`src/rtl/game_tick_pkg.sv`:
```
// -----------------------------------------------------------------------------
// game_tick_pkg
//   Shared types and constants for the game tick generator.
//   - tick_state_t : per-channel control state (IDLE / RUN / PAUSE)
//   - CNT_W_DEFAULT: default counter / period width
//   - PER_*        : ready-made periods for a 50 MHz system clock
//   - period_from_hz(): integer period for an arbitrary tick rate
// -----------------------------------------------------------------------------
package game_tick_pkg;

    typedef enum logic [1:0] {
        ST_IDLE  = 2'd0,
        ST_RUN   = 2'd1,
        ST_PAUSE = 2'd2
    } tick_state_t;

    localparam int CNT_W_DEFAULT = 22;

    localparam int unsigned SYS_CLK_HZ = 50_000_000;

    // Common game rates at 50 MHz. All of these fit in CNT_W_DEFAULT bits.
    localparam int unsigned PER_15HZ  = 3_333_333;
    localparam int unsigned PER_30HZ  = 1_666_667;
    localparam int unsigned PER_60HZ  = 833_333;
    localparam int unsigned PER_120HZ = 416_667;
    localparam int unsigned PER_1KHZ  = 50_000;

    // Rounded-down period for a given tick rate; returns 0 (channel stays
    // idle) for a zero rate rather than dividing by zero.
    function automatic int unsigned period_from_hz(input int unsigned hz);
        if (hz == 0) begin
            return 0;
        end
        return SYS_CLK_HZ / hz;
    endfunction

endpackage

```
`src/rtl/game_tick_gen_channel.sv`:
```
// -----------------------------------------------------------------------------
// tick_channel
//   One tick channel: cycle counter, shadow period register and control FSM.
//   A single-cycle tick is produced every per_q cycles while running, and a
//   square wave toggles on each tick. The shadow period is only refreshed on
//   restart, on start from IDLE and on each wrap, so period writes never cut
//   a count short or stretch it mid-way.
//
// Ports
//   clk_i      : clock, rising edge
//   rst_ni     : asynchronous active-low reset
//   period_i   : requested period (0 = stop channel at next load)
//   run_i      : 1 = count, 0 = pause (state held)
//   restart_i  : single-cycle restart request (clear count, reload period)
//   tick_o     : registered tick pulse
//   sq_o       : registered square wave, toggles on every tick
//   active_o   : 1 while the channel is in RUN
// -----------------------------------------------------------------------------
module tick_channel
    import game_tick_pkg::*;
#(
    parameter int CNT_W = CNT_W_DEFAULT
) (
    input  logic             clk_i,
    input  logic             rst_ni,
    input  logic [CNT_W-1:0] period_i,
    input  logic             run_i,
    input  logic             restart_i,
    output logic             tick_o,
    output logic             sq_o,
    output logic             active_o
);

    localparam logic [CNT_W-1:0] CNT_ZERO = '0;
    localparam logic [CNT_W-1:0] CNT_ONE  = CNT_W'(1);

    tick_state_t      state_q, state_d;
    logic [CNT_W-1:0] cnt_q,   cnt_d;
    logic [CNT_W-1:0] per_q,   per_d;
    logic             tick_q,  tick_d;
    logic             sq_q,    sq_d;

    logic             period_zero;
    logic             at_wrap;

    assign period_zero = (period_i == CNT_ZERO);
    // per_q is never 0 while counting, so per_q-1 cannot underflow here.
    assign at_wrap     = (cnt_q == (per_q - CNT_ONE));

    always_comb begin
        state_d = state_q;
        cnt_d   = cnt_q;
        per_d   = per_q;
        tick_d  = 1'b0;
        sq_d    = sq_q;

        if (restart_i) begin
            // Restart wins over a coincident wrap: no tick this cycle.
            cnt_d = CNT_ZERO;
            sq_d  = 1'b0;
            per_d = period_i;
            if (period_zero) begin
                state_d = ST_IDLE;
            end else if (run_i) begin
                state_d = ST_RUN;
            end else begin
                state_d = ST_PAUSE;
            end
        end else begin
            unique case (state_q)
                ST_IDLE: begin
                    if (run_i && !period_zero) begin
                        state_d = ST_RUN;
                        per_d   = period_i;
                        cnt_d   = CNT_ZERO;
                    end
                end

                // Resuming from PAUSE counts on the same edge that sees
                // run_i return, so a pause of D cycles costs exactly D cycles.
                ST_RUN, ST_PAUSE: begin
                    if (!run_i) begin
                        state_d = ST_PAUSE;
                    end else begin
                        state_d = ST_RUN;
                        if (at_wrap) begin
                            cnt_d = CNT_ZERO;
                            per_d = period_i;
                            if (period_zero) begin
                                // Wrapping into a zero period stops the
                                // channel; the square output keeps its level.
                                state_d = ST_IDLE;
                            end else begin
                                tick_d = 1'b1;
                                sq_d   = ~sq_q;
                            end
                        end else begin
                            cnt_d = cnt_q + CNT_ONE;
                        end
                    end
                end

                default: begin
                    state_d = ST_IDLE;
                end
            endcase
        end
    end

    always_ff @(posedge clk_i or negedge rst_ni) begin
        if (!rst_ni) begin
            state_q <= ST_IDLE;
            cnt_q   <= CNT_ZERO;
            per_q   <= CNT_ZERO;
            tick_q  <= 1'b0;
            sq_q    <= 1'b0;
        end else begin
            state_q <= state_d;
            cnt_q   <= cnt_d;
            per_q   <= per_d;
            tick_q  <= tick_d;
            sq_q    <= sq_d;
        end
    end

    assign tick_o   = tick_q;
    assign sq_o     = sq_q;
    assign active_o = (state_q == ST_RUN);

endmodule

```
`src/rtl/game_tick_gen.sv`:
```
// -----------------------------------------------------------------------------
// game_tick_gen
//   Multi-channel programmable tick generator. Produces clock enables for the
//   game logic instead of derived clocks; every channel is an independent
//   tick_channel, this level only slices the packed buses.
//
// Parameters
//   NUM_CH : number of channels
//   CNT_W  : counter / period width (>= 2)
//
// Ports
//   clk_50MHz : system clock, rising edge
//   rst_n     : asynchronous active-low reset
//   period_i  : packed periods, channel k at [k*CNT_W +: CNT_W]
//   run_i     : per-channel run (1) / pause (0)
//   restart_i : per-channel single-cycle restart
//   tick_o    : per-channel one-cycle tick pulse
//   sq_o      : per-channel square wave (period 2*P)
//   active_o  : per-channel RUN indicator
// -----------------------------------------------------------------------------
module game_tick_gen
    import game_tick_pkg::*;
#(
    parameter int NUM_CH = 4,
    parameter int CNT_W  = CNT_W_DEFAULT
) (
    input  logic                    clk_50MHz,
    input  logic                    rst_n,
    input  logic [NUM_CH*CNT_W-1:0] period_i,
    input  logic [NUM_CH-1:0]       run_i,
    input  logic [NUM_CH-1:0]       restart_i,
    output logic [NUM_CH-1:0]       tick_o,
    output logic [NUM_CH-1:0]       sq_o,
    output logic [NUM_CH-1:0]       active_o
);

    for (genvar gi = 0; gi < NUM_CH; gi++) begin : g_ch
        tick_channel #(
            .CNT_W (CNT_W)
        ) u_ch (
            .clk_i     (clk_50MHz),
            .rst_ni    (rst_n),
            .period_i  (period_i[gi*CNT_W +: CNT_W]),
            .run_i     (run_i[gi]),
            .restart_i (restart_i[gi]),
            .tick_o    (tick_o[gi]),
            .sq_o      (sq_o[gi]),
            .active_o  (active_o[gi])
        );
    end

endmodule

```
`config.mk`:
```
export PLATFORM = sky130hd
export DESIGN_NAME = game_tick_gen
export DESIGN_NICKNAME = d
export VERILOG_FILES = /design/src/rtl/game_tick_pkg.sv /design/src/rtl/game_tick_gen_channel.sv /design/src/rtl/game_tick_gen.sv
export SDC_FILE = /design/constraint.sdc
export NUM_CORES = 1
export LEC_CHECK = 0
export ABC_CLOCK_PERIOD_IN_PS = 4970
export CAP_MARGIN = 15
export CORE_MARGIN = 8
export CORE_UTILIZATION = 39
export CTS_CLUSTER_SIZE = 20
export DETAILED_ROUTE_END_ITERATION = 7
export GPL_ROUTABILITY_DRIVEN = 0
export PLACE_DENSITY = 0.62
export SYNTH_ARGS = -nofsm -noshare
export SYNTH_HDL_FRONTEND = slang
export SYNTH_HIERARCHICAL = 1
export SYNTH_SLANG_ARGS = --single-unit
```
`constraint.sdc`:
```
create_clock -name clk_50MHz -period 4.97 [get_ports clk_50MHz]
set_input_delay 0.994 -clock clk_50MHz [delete_from_list [all_inputs] [get_ports clk_50MHz]]
set_output_delay 0.994 -clock clk_50MHz [all_outputs]
set_load 0.1 [all_outputs]
```
Word-level counts from Yosys, hierarchy flattened:

Cells that the tools add are included.
Widths: inputs -> output; s select.

* register bits: 192
* input bits: 98
* output and inout port bits: 12
* word-level logic and storage cells: 220

* add/subtract/negate cells: 8
* equal/unequal tests: 28
* muxes and demuxes: 112
* bitwise logic cells: 4
* reduce and logical (&&, ||, !) cells: 48

Operator list (number)
* $mux 22: 32
* $pmux 22 s2: 8
* $add 22x1->22 const B: 4
* $eq 22x22->1: 4
* $logic_not 22->1: 4
* $sub 22x1->22 const B: 4
* $mux 2: 24
* $mux 1: 44
* $reduce_and 4->1: 8
* $ne 3x2->1 const B: 8
* $reduce_bool 2->1: 12
* $pmux 2 s2: 4
* $ne 3x3->1 const B: 4
* $reduce_and 3->1: 4
* $reduce_bool 3->1: 4
* $eq 2x1->1 const B: 4
* $eq 2x2->1 const B: 4
* $logic_not 2->1: 4
* $ne 2x2->1 const B: 4
* $reduce_or 2->1: 4
* $logic_and 1x1->1: 4
* $logic_not 1->1: 4
* $not 1->1: 4

Longest topological paths before layout:

* word-level depth: 6
* gate-level depth with buffers: 12

Modules after synthesis:

Netlist, hierarchy kept.

Modules (own cells, without submodules)
* tick_channel (g_ch[0].u_ch ...): times used 3, cells an instance 335, area an instance 3265.6 sq um, seq. area each 1201.2 sq um
* tick_channel (g_ch[3].u_ch): times used 1, cells an instance 338, area an instance 3264.4 sq um, seq. area each 1201.2 sq um

Worst setup path before layout:

No wires, ideal clock.

* path type: register -> register
* start point: register g_ch[3].u_ch.per_q[0]
* end point: register g_ch[3].u_ch.per_q[0]
* setup time: 0.125 ns
* arrival: 3.444 ns
* setup slack: 1.400 ns
* stages on the path, launching flop included: 12
* path buffers: 2
* period minus slack after synthesis: 3.570 ns
* path through: dfrtp_1 -> inv_1 -> ha_1 -> or4b_1 -> buf_6 -> or4_4 -> a211o_1 -> a32oi_2 -> or3b_4 -> o31ai_4 -> buf_8 -> mux2_4

* cells in the longest elaborated chain, start to end: 4

RTL lines
* from (decl): line game_tick_gen_channel.sv:39 `logic [CNT_W-1:0] per_q, per_d;`
* from (signal assigned): line game_tick_gen_channel.sv:120 `per_q <= per_d;`
* $sub 22x1->22: line game_tick_gen_channel.sv:48 `assign at_wrap = (cnt_q == (per_q - CNT_ONE));`
* $eq 22x22->1: line game_tick_gen_channel.sv:48
* $ne 3x2->1 (no line)
* $reduce_and 4->1 (no line)

Every way passes these cells.
A chain may end at the register's enable or synchronous reset.

Final worst setup path:

* start point: register g_ch[1].u_ch.per_q[2]
* end point: register g_ch[1].u_ch.per_q[21]

* cells in the longest elaborated chain, start to end: 4

RTL lines (line)
* from (decl): game_tick_gen_channel.sv:39
* from (signal assigned): game_tick_gen_channel.sv:120
* $sub 22x1->22: game_tick_gen_channel.sv:48
* $eq 22x22->1: game_tick_gen_channel.sv:48
* $ne 3x2->1 (no line)
* $reduce_and 4->1 (no line)

Every way passes these cells.

==> results.cfg <==
[status]
status = finished clean

[cts]
hold_buffers = 0
cts_tree = yes
clkTransAtPathRegs_ns = 0.07
cts_made_buffers = 17
cts.sinks = 192
h-tree-depth = 4
clockBufferDepth = 2
ctsResizeCount = 0
clock-root-buffer = clkbuf_16
clk-insertion-delay-late_ns = 0.44
cts_setup_buffers = 0

[route]
drt_pass1_iterations = 5
route.met2.wl_mm = 14.7
wl_mm = 32.1
drc = 0
vias = 10300
routed_via_density = 5.44
antenna_left = 0
avgRoutedWirePerCell_um = 16.9
highest_layer = met4
wl_met3_mm = 1.44
drt-initial-drc-count = 569
wl_met1_mm = 15.4

[yosys]
syn_area_mm2 = 0.0131
avgSynthCellArea_um2 = 9.73
yosys_warnings = 6
synth_edf_count = 0
async_flop_share = 1.00
synthCells = 1343
ys_types = 73
yosysSeqAreaShare = 0.368
ys_ff_latch = 192
yosys_most_used_dff = dfrtp_1
syn-num-nets = 1461

[sta]
hold_viol_final = 0
finClkSkew_ns = 0.0111
drv_slew = 0
period_share = 0.841
max-slew-margin-rel = 0.338
setup_violations = 0
max_freq_mhz = 239
worstMarginPinSlew_ns = 0.990
fin_setup_tns_ns = 0
min_period_ns = 4.18
rsz0062_at_grt = false

[place]
port-buffer-count = 109
dp_hpwl_mm = 23.7

[critical_path]
reg2reg_depth = 9
critical_path.max_stage_delay_ns = 0.75
crit_slowest_cell = a21oi_4
cp_top_family = compound AO/OA/AOI/OAI gates
crit_cells = 9
path_max_fanout = 23
path_cells = nor3_1 > nand2_1 > o32ai_1 > o211ai_1 > a2111oi_4 > nand4_4 > a21oi_4 > buf_4 > mux2_2
required_ns = 5.29
arrival_ns = 4.50
critPathLaunchType = register
worstSetupPathType = register to register
crit_path_end_kind = register
cp_num_buf_inv = 1

[finish]
antenna_cells = 0
utilization = 0.451
nFillCells = 3149
areaGrowthSynthToFinish_pct = 15.0
num-nets-final = 1553
drive_above_1_share = 0.125

[global_routing]
grt_overflow = 0
grt_pass1_wl_mm = 53.6
grt_usage = 0.165
grt_pass1_vias = 10400
grt_max_degree = 101
grt_antenna_before_repair = 0

[flow_run]
cap_violations = 0

[floorplan]
dieArea_mm2 = 0.0396
io_pins = 110
chipHeight_um = 199
core_mm2 = 0.0333
fp-row-count = 67
start_util = 0.392
die_width_um = 199

[power]
power.static_leakage_nw = 5.95
powerDensity_mw_per_mm2 = 401
peakVddDrop_mv = 0.238

[hold_path]
hold_class = register to register
whs_path_depth = 1
[synthesized netlist by cell type, drive strengths merged (5+ instances only)]
cell,instances,area share
a21oi,36,0.016
a31oi,11,0.0053
and2,5,0.0024
and3,32,0.015
and4,11,0.0074
buf,21,0.022
clkbuf,28,0.0081
dfrtp,192,0.37
ha,20,0.019
inv,38,0.011
mux2,92,0.10
mux2i,12,0.0092
nand2,91,0.026
nand2b,22,0.011
nand3,30,0.011
nand3b,8,0.0046
nand4,42,0.024
nor2,162,0.047
nor2b,12,0.0057
nor3,52,0.020
nor3b,7,0.0040
nor4,56,0.033
nor4b,10,0.0067
o211ai,6,0.0034
o21a,5,0.0029
o21ai,60,0.023
o22ai,6,0.0029
o31a,5,0.0034
o41ai,5,0.0034
or2,8,0.0038
or3,10,0.0048
or4,14,0.010
xnor2,92,0.062
xor2,79,0.053
[final timing paths]
path | startpoint | to | slack, ns
worst max-delay path | g_ch[1].u_ch/per_q[2]$_DFFE_PN0P_ | g_ch[1].u_ch/per_q[21]$_DFFE_PN0P_ | 0.79
worst min-delay path | g_ch[2].u_ch/per_q[21]$_DFFE_PN0P_ | g_ch[2].u_ch/per_q[21]$_DFFE_PN0P_ | 0.53
worst max register to register | g_ch[1].u_ch/per_q[2]$_DFFE_PN0P_ | g_ch[1].u_ch/per_q[21]$_DFFE_PN0P_ | 0.79
worst min register to register | g_ch[2].u_ch/per_q[21]$_DFFE_PN0P_ | g_ch[2].u_ch/per_q[21]$_DFFE_PN0P_ | 0.53
max in group asynchronous | rst_n | g_ch[2].u_ch/cnt_q[3]$_DFFE_PN0P_ | 3.34
min in group asynchronous | rst_n | g_ch[1].u_ch/per_q[8]$_DFFE_PN0P_ | 0.61
[area by class of cell]
cell class / count / area (um^2) / area share
Sequential cell: 192 / 4800 / 0.320
Clock inverter: 10 / 134 / 0.00891
Timing Repair Buffer: 122 / 1200 / 0.0802
Clock buffer: 22 / 464 / 0.0309
Multi-Input combinational cell: 1064 / 7710 / 0.513
Inverter: 38 / 143 / 0.00949
Tap cell: 448 / 561 / 0.0373
[cell families (layout without fill, tap and decap cells)]
group / after synthesis / count (layout) / share of synthesized area
compound gates: 181 / 181 / 0.0987
xor+xnor: 171 / 171 / 0.115
fa+ha+maj: 20 / 20 / 0.0192
buf+inv: 87 / 192 / 0.0415
flops: 192 / 192 / 0.368
mux: 104 / 104 / 0.110
simple gates: 588 / 588 / 0.248
[worst register-to-register path: stages (launching register included)]
cell and delay, ns:
dfrtp_1 0.47, nor3_1 0.61, nand2_1 0.26, o32ai_1 0.39, o211ai_1 0.20, a2111oi_4 0.41, nand4_4 0.20, a21oi_4 0.75
buf_4 0.41, mux2_2 0.38
[where the power goes]
group          switching [W]  internal [W]  leakage [nW]
Sequential          0.000521       0.00186          2.46
Combinational        0.00114       0.00108          3.20
Clock               0.000616      0.000818         0.290
[sequential cells by signal (all words and copies together), names as in the netlist]
| signal | cells |
|---|---|
| g_ch.u_ch/cnt_q | 88 |
| g_ch.u_ch/per_q | 88 |
| g_ch.u_ch/state_q | 8 |
| g_ch.u_ch/sq_o | 4 |
| g_ch.u_ch/tick_o | 4 |
[routing by layer]
| metal | GRT usage | up-vias |
|---|---|---|
| li1 | - | 5038 |
| met1 | 0.221 | 5040 |
| met2 | 0.269 | 201 |
| met3 | 0.0337 | 32 |
| met4 | 0.0436 | 0 |
| met5 | 0 | - |
[metrics by stage]
stage	instances	hold WS (ns)	total power (W)	area (um^2)	setup slack [ns]
2_1_floorplan	1343	0.502	0.00413	13100	1.40
3_3_place_gp	1864	0.514	0.00456	14400	0.901
3_5_place_dp	1864	0.519	0.00460	14400	0.832
4_1_cts	1896	0.539	0.00609	15000	0.813
5_1_grt	1896	0.554	0.00641	15000	0.489
6_report	1896	0.532	0.00603	15000	0.790
[cells in the final DEF (no fill, tap or decap), types with 17 or more instances in the layout]
cell,n
a21oi_1,33
and3_1,32
clkbuf_16,17
clkdlybuf4s50_1,108
dfrtp_1,192
ha_1,20
inv_1,38
mux2_2,18
mux2_4,74
nand2_1,91
nand2b_1,22
nand3_1,30
nand4_1,39
nor2_1,162
nor3_1,52
nor4_1,47
o21ai_0,54
xnor2_1,92
xor2_1,79
(Power assumes the default switching activity.)
